===== src/rtl/tetris_drop_sequencer.sv =====
// Game-level sequencer for a single falling Tetris piece.
// Walks each piece through spawn, gravity/hard-drop descent, lock, game-over
// evaluation and the line-clear handshake, and owns the anchor row pos_y that
// the collision and game-over checkers look at.
// All outputs are registered; the pulse outputs are decoded from the next state
// so that each one is high for exactly the one cycle the FSM spends in the
// corresponding state (or on entry to CLEAR for clr_start).

module tetris_drop_sequencer #(
  parameter logic [4:0] SPAWN_Y     = 5'd23,
  parameter logic [9:0] CLR_TIMEOUT = 10'd1023
) (
  input  logic        clk,
  input  logic        rst_n,
  input  logic        start,
  input  logic        pause,
  input  logic        drop_tick,
  input  logic        hard_drop,
  input  logic        can_fall,
  input  logic        go_flag,
  input  logic        clr_done,
  output logic [4:0]  pos_y,
  output logic        spawn,
  output logic        lock,
  output logic        clr_start,
  output logic        game_over,
  output logic [2:0]  state,
  output logic [15:0] piece_cnt
);

  typedef enum logic [2:0] {
    ST_IDLE  = 3'd0,
    ST_SPAWN = 3'd1,
    ST_FALL  = 3'd2,
    ST_LOCK  = 3'd3,
    ST_CLEAR = 3'd4,
    ST_OVER  = 3'd5
  } state_t;

  state_t      cur_state;
  state_t      next_state;
  logic        hd_flag;
  logic [9:0]  tmo;

  logic        move_req;
  logic        blocked;
  logic        clear_exit;
  logic        new_game;

  assign state = cur_state;

  // A move is attempted on an unpaused gravity tick, or every unpaused cycle
  // once a hard drop is latched; pause freezes both sources.
  assign move_req = (cur_state == ST_FALL) && !pause && (drop_tick || hd_flag);

  // The floor behaves like an obstacle so pos_y can never wrap below row 0,
  // even if the collision checker wrongly reports free space there.
  assign blocked = !can_fall || (pos_y == 5'd0);

  // clr_start is high only in the first CLEAR cycle, so a clr_done coinciding
  // with it belongs to a stale or confused engine and is discarded.
  assign clear_exit = (clr_done && !clr_start) || (tmo == CLR_TIMEOUT);

  // start is only honoured from the idle and game-over states.
  assign new_game = start && ((cur_state == ST_IDLE) || (cur_state == ST_OVER));

  // State register.
  always_ff @(posedge clk or negedge rst_n) begin
    if (!rst_n) begin
      cur_state <= ST_IDLE;
    end else begin
      cur_state <= next_state;
    end
  end

  // Next-state logic; unused encodings fall back to IDLE.
  always_comb begin
    next_state = cur_state;
    case (cur_state)
      ST_IDLE: begin
        if (start) begin
          next_state = ST_SPAWN;
        end
      end
      ST_SPAWN: begin
        next_state = ST_FALL;
      end
      ST_FALL: begin
        if (move_req && blocked) begin
          next_state = ST_LOCK;
        end
      end
      ST_LOCK: begin
        if (go_flag) begin
          next_state = ST_OVER;
        end else begin
          next_state = ST_CLEAR;
        end
      end
      ST_CLEAR: begin
        if (clear_exit) begin
          next_state = ST_SPAWN;
        end
      end
      ST_OVER: begin
        if (start) begin
          next_state = ST_SPAWN;
        end
      end
      default: begin
        next_state = ST_IDLE;
      end
    endcase
  end

  // Anchor row: reloaded whenever a new piece is spawned, stepped down by one
  // on each successful move, otherwise held (including through LOCK and OVER).
  always_ff @(posedge clk or negedge rst_n) begin
    if (!rst_n) begin
      pos_y <= SPAWN_Y;
    end else if (next_state == ST_SPAWN) begin
      pos_y <= SPAWN_Y;
    end else if (move_req && !blocked) begin
      pos_y <= pos_y - 5'd1;
    end
  end

  // Hard-drop latch: armed by an unpaused hard_drop in FALL, cleared on spawn
  // and whenever the piece has left FALL.
  always_ff @(posedge clk or negedge rst_n) begin
    if (!rst_n) begin
      hd_flag <= 1'b0;
    end else if (cur_state == ST_FALL) begin
      if (hard_drop && !pause) begin
        hd_flag <= 1'b1;
      end
    end else begin
      hd_flag <= 1'b0;
    end
  end

  // Line-clear watchdog: counts cycles spent in CLEAR, zero everywhere else.
  always_ff @(posedge clk or negedge rst_n) begin
    if (!rst_n) begin
      tmo <= 10'd0;
    end else if ((cur_state == ST_CLEAR) && (next_state == ST_CLEAR)) begin
      tmo <= tmo + 10'd1;
    end else begin
      tmo <= 10'd0;
    end
  end

  // Pieces locked this game; zeroed when a new game starts, wraps naturally.
  always_ff @(posedge clk or negedge rst_n) begin
    if (!rst_n) begin
      piece_cnt <= 16'd0;
    end else if (new_game) begin
      piece_cnt <= 16'd0;
    end else if (cur_state == ST_LOCK) begin
      piece_cnt <= piece_cnt + 16'd1;
    end
  end

  // Registered pulses and status flag, decoded from the upcoming state.
  always_ff @(posedge clk or negedge rst_n) begin
    if (!rst_n) begin
      spawn     <= 1'b0;
      lock      <= 1'b0;
      clr_start <= 1'b0;
      game_over <= 1'b0;
    end else begin
      spawn     <= (next_state == ST_SPAWN);
      lock      <= (next_state == ST_LOCK);
      clr_start <= (cur_state == ST_LOCK) && (next_state == ST_CLEAR);
      game_over <= (next_state == ST_OVER);
    end
  end

endmodule

===== config.mk =====
export PLATFORM = sky130hd
export DESIGN_NAME = tetris_drop_sequencer
export DESIGN_NICKNAME = d
export VERILOG_FILES = /design/src/rtl/tetris_drop_sequencer.sv
export SDC_FILE = /design/constraint.sdc
export NUM_CORES = 1
export LEC_CHECK = 0
export ABC_AREA = 1
export CORE_UTILIZATION = 35
export DETAILED_ROUTE_END_ITERATION = 10
export DONT_BUFFER_PORTS = 1
export SLEW_MARGIN = 40
export SYNTH_ARGS = -nofsm -noshare
export SYNTH_HDL_FRONTEND = slang
export SYNTH_SLANG_ARGS = --single-unit

===== constraint.sdc =====
create_clock -name clk -period 2.1 [get_ports clk]
set_input_delay 0.315 -clock clk [delete_from_list [all_inputs] [get_ports clk]]
set_output_delay 0.315 -clock clk [all_outputs]
set_load 0.01 [all_outputs]

* Yosys cells after proc, flatten, opt, wreduce, memory -nomap -nowiden
Index checks and enable logic that the tools add are counted.
** Word-level totals
- Bits in registers :: 39
- Input port bits :: 9
- Output and inout port bits :: 28
- Word-level logic and storage cells :: 57
** Cells by class
- Add/subtract/negate cells :: 3
- Eq/ne operators :: 11
- Mux-type cells :: 12
- Reductions and logical operators :: 22
** Operators by type and width (count)
- two-way mux 16 bit :: 2
- adder 16 x 1 -> 16 bit, second input constant :: 1
- case mux 3 bit (5 select lines) :: 1
- == test 3 bit, second input constant :: 4
- adder 10 x 1 -> 10 bit, second input constant :: 1
- == test 10 bit, second input constant :: 1
- two-way mux 10 bit :: 1
- two-way mux 5 bit :: 2
- == test 3 x 2 -> 1 bit, second input constant :: 3
- logical AND 1 bit :: 9
- two-way mux 3 bit :: 3
- == test 3 x 1 -> 1 bit, second input constant :: 2
- logical NOT 5 bit :: 1
- subtractor 5 x 1 -> 5 bit, second input constant :: 1
- logical NOT 1 bit :: 4
- logical OR 1 bit :: 4
- nonzero test 2 bit :: 2
- logical NOT 3 bit :: 1
- two-way mux 1 bit :: 3
- != test 2 x 1 -> 1 bit, second input constant :: 1
- OR reduction 2 bit :: 1

* Longest topological paths before layout
- Depth after elaboration :: 9
- Depth in mapped cells :: 12
- Depth with buffers taken out :: 12

* Worst setup path before layout
Ideal clock, no wire load.
- Path type :: register to register
- Start :: register pos_y[0]
- End :: register pos_y[3]
- Library setup time :: 0.111 ns
- Arrival :: 1.465 ns
- Data required time :: 1.989 ns
- Setup slack :: 0.524 ns
- Stages on the path, launching flop included :: 13
- Period minus slack after synthesis :: 1.576 ns
- Cells stage by stage :: dfstp_2 inv_1 ha_1 inv_1 nor2_1 nand2_1 nand2_1 inv_1 nand3_1 xor2_1 inv_2 nand2_2 inv_2
** Between the ends
- Cells in the longest elaborated chain, start to end :: 7
** RTL lines
- start: declaration :: RTL line 22 : output logic [4:0] pos_y,
- start signal: assignment :: RTL line 124 : pos_y <= pos_y - 5'd1;
- logical NOT 5 bit :: RTL line 58 : assign blocked = !can_fall || (pos_y == 5'd0);
- logical OR 1 bit :: RTL line 58
- logical AND 1 bit :: RTL line 89 : if (move_req && blocked) begin
- two-way mux 3 bit :: RTL line 89
- case mux 3 bit (5 select lines) :: RTL line 79 : case (cur_state)
- == test 3 x 1 -> 1 bit :: RTL line 121 : end else if (next_state == ST_SPAWN) begin
- two-way mux 5 bit / nonzero test 2 bit (equally long branches)
Several ways; a longest one is shown, not always the timed one. The select of a mux whose other input is x is not followed.
A chain may end at the register's enable or synchronous reset.

* Worst setup path in the final report
Same ends and word-level chain as after synthesis.

==> results_dict.tcl <==
set metrics [dict create \
    p_leak_nw 1.10 \
    tns_ns 0 \
    start_util_pct 36.1 \
    port_buffers 0 \
    cap_violations 0 \
    worst_pin_slew_ns 0.379 \
    synth_area_um2 2120 \
    multiInputGateArea_um2 966 \
    ys_warn_count 0 \
    vias 1661 \
    clockBufferDepth 2 \
    antenna_found_initial 0 \
    yosysTopAreaCellShare_pct 41.2 \
    synth_top_family_by_area "simple AND/OR/NAND/NOR gates" \
    synth.area.mux_share_pct 0 \
    worstPathRequired_ns 2.30 \
    worst_path_most_repeated_cell "inv_1" \
    maxSlewHeadroom_pct 74.7 \
    path_delay_family "flip-flops" \
    final.min_clock_period_ns 1.68 \
    fin_nets 276 \
    cp_cell_sequence "inv_1 -> ha_1 -> inv_1 -> nor2_1 -> nand2_1 -> nand2_1 -> inv_1 -> nand3_1 -> xor2_1 -> inv_2 -> nand2_2 -> inv_2" \
    irDropWorstVdd_v 0.000445 \
    wirelength_um 4140 \
    layoutNonFillerInstCount 339 \
    die_w_um 79.9 \
    area_growth_pct 10.6 \
    routedWlPerCell_um 12.2 \
    clock_latency_ns 0.30 \
    synth-compound-area-share_pct 7.83 \
    seq_area_um2 981 \
    dp_hpwl_um 3020 \
    antennaDiodeCount 0 \
    synth_area_leader_cell "dfrtp_1" \
    track_usage_pct 14.5 \
    coreArea_um2 5890 \
    yosys.area_share.simple_pct 32.0 \
    cts_resized 0 \
    drive_gt1_share_pct 17.4 \
    ys_seq_elements 39 \
    timing.final.crit_share_pct 80.2 \
    viasPerCell 4.90 \
    powerDensity_nw_per_um2 937 \
    max_freq_ghz 0.594 \
    crit_arrival_ns 1.89 \
    setup.worst_path.end_class "flip-flop" \
    syn_nets 268 \
    crit_fanout 5 \
    h-tree-depth 2 \
    gr-total-overflow 0 \
    skew_ns 0.00836 \
    outcome "finished clean" \
    syn_avg_cell_area_um2 8.33 \
    min-delay-path-class "input pin to flip-flop" \
    root_buffer "clkbuf_8" \
    numCtsBuffers 5 \
    drtAntennaViolNets 0 \
    grt_first_pass_wirelength_um 7130 \
    die_area_um2 6390 \
    synth-seq-area-share_pct 46.2 \
    rsz0062_at_grt "no" \
    clock_sinks 39 \
    post-place-cells 329 \
    grt_max_degree 40 \
    cts_tree "built" \
    syn_inst 255 \
    path_clk_slew_ns 0.08 \
    cp-start-kind "flip-flop" \
    gp_congestion 0.767 \
    drc_errors 0 \
    synth_xor_area_share_pct 3.30 \
    yosysUniqueCellTypes 29 \
    slew_violations 0 \
    crit_path_max_incr_delay_ns 0.57 \
    fill_cells 617 \
    cp_slowest_cell "dfstp_2" \
    first_iter_violations 91 \
    cp_num_buf_inv 5 \
    io_pins 37 \
    row_count 28 \
    synthAdderAreaFrac_pct 2.36 \
    final_hold_viol_count 0 \
    grt_pass1_vias 1562 \
    first_pass_iters 4 \
    synth_area_leaders "dfrtp_1 (41%), nand2_1 (7.8%), inv_1 (5.8%), dfstp_2 (4.9%), nor2_1 (4.8%)" \
    crit_type "flip-flop to flip-flop" \
    die_h_um 79.9 \
    finalSetupViolations 0 \
]
## cell families (layout without fill, tap and decap cells)
logic type	Yosys count	count (layout)
DFF	39	39
adders and majority gates	4	4
AOI/OAI and AO/OA	31	31
xor gates and xnor gates	8	8
and+or+nand+nor	128	128
buffers and inverters	45	54
## through the flow
stage / area, um2 / total power, mW / util, % / hold slack [ns] / setup WS, ns
2_1_floorplan: 2120 / 1.46 / - / 0.0194 / 0.524
3_3_place_gp: 2210 / 1.56 / 37.5 / 0.0202 / 0.455
3_5_place_dp: 2210 / 1.57 / 37.5 / 0.0203 / 0.421
4_1_cts: 2350 / 2.23 / 39.9 / 0.168 / 0.406
5_1_grt: 2350 / 2.36 / 39.9 / 0.188 / 0.234
6_report: 2350 / 2.20 / 39.9 / 0.169 / 0.415
## cell usage after synthesis
cell type and n:
nor2_2 2, nand2_1 44, dfstp_2 4, o21ai_0 4, xnor2_1 2, nor2_1 27, a21oi_1 15, o21ai_1 10
a21oi_2 1, ha_1 4, nand2_2 5, nand4_2 1, xor2_1 6, nand3_1 16, nor2_4 3, nand3_4 3
dfrtp_1 35, nand3_2 3, buf_6 1, nor3_4 2, a22oi_2 1, nor3_1 11, and2_1 1, and3_1 2
inv_2 10, nor3_2 1, inv_1 33, clkinv_2 1, nand4_1 7
## final timing paths
| check | start | to | slack [ns] | depth (start not counted) |
|---|---|---|---|---|
| worst max-delay path | pos_y[0] | pos_y[3] | 0.42 | 12 |
| worst min-delay path | hard_drop | hd_flag | 0.17 | 2 |
| worst max register to register | pos_y[0] | pos_y[3] | 0.42 | 12 |
| worst min register to register | tmo[0] | tmo[0] | 0.49 | 1 |
| max in group asynchronous | rst_n | pos_y[2] | 1.37 | 2 |
| min in group asynchronous | rst_n | piece_cnt[8] | 0.47 | 2 |
## power by group
group / internal [mW] / switching, mW
clock: 0.354 / 0.285
combinational: 0.177 / 0.422
sequential: 0.834 / 0.131
## per-layer routing
metal  share of wire (%)  track usage (%)  vias to the layer above
met3                 6.2             4.80                        7
met4                 1.7             6.43                        0
met5                   0                0                        -
met2                  46             22.5                       29
li1                    -                -                      838
met1                  46             18.4                      787
## cells in the final DEF, fill, tap and decap left out
master / n
nand2_1: 44
dfrtp_1: 35
inv_1: 33
nor2_1: 27
nand3_1: 16
a21oi_1: 15
nor3_1: 11
inv_2: 10
o21ai_1: 10
nand4_1: 7
xor2_1: 6
nand2_2: 5
clkbuf_8: 5
o21ai_0: 4
ha_1: 4
dfstp_2: 4
nand3_2: 3
nor2_4: 3
nand3_4: 3
and3_1: 2
xnor2_1: 2
nor2_2: 2
nor3_4: 2
clkinv_2: 2
a21oi_2: 1
nor3_2: 1
nand4_2: 1
and2_1: 1
a22oi_2: 1
bufinv_16: 1
clkinv_4: 1
buf_12: 1
dlygate4sd3_1: 1
## sequential cells by signal, indices dropped and copies added, names as in the netlist
name       count
tmo           10
piece_cnt     16
hd_flag        1
spawn          1
state          3
clr_start      1
game_over      1
lock           1
pos_y          5
## what timing repair did
item / 4_1_cts / 5_1_grt
setup buffers: 0 / 0
endpoints found under the hold margin: 39 / 0
hold buffers: 2 / 0
## final cells by class
cell class,count,area share [%]
flip-flops and latches,39,41.7
multi-input cells,171,41.1
well taps,75,3.99
clock buffers,5,2.93
clock inverters,3,1.86
inverters,44,7.08
repair buffers,2,1.28
No activity file was read; power rests on OpenSTA's default activity.
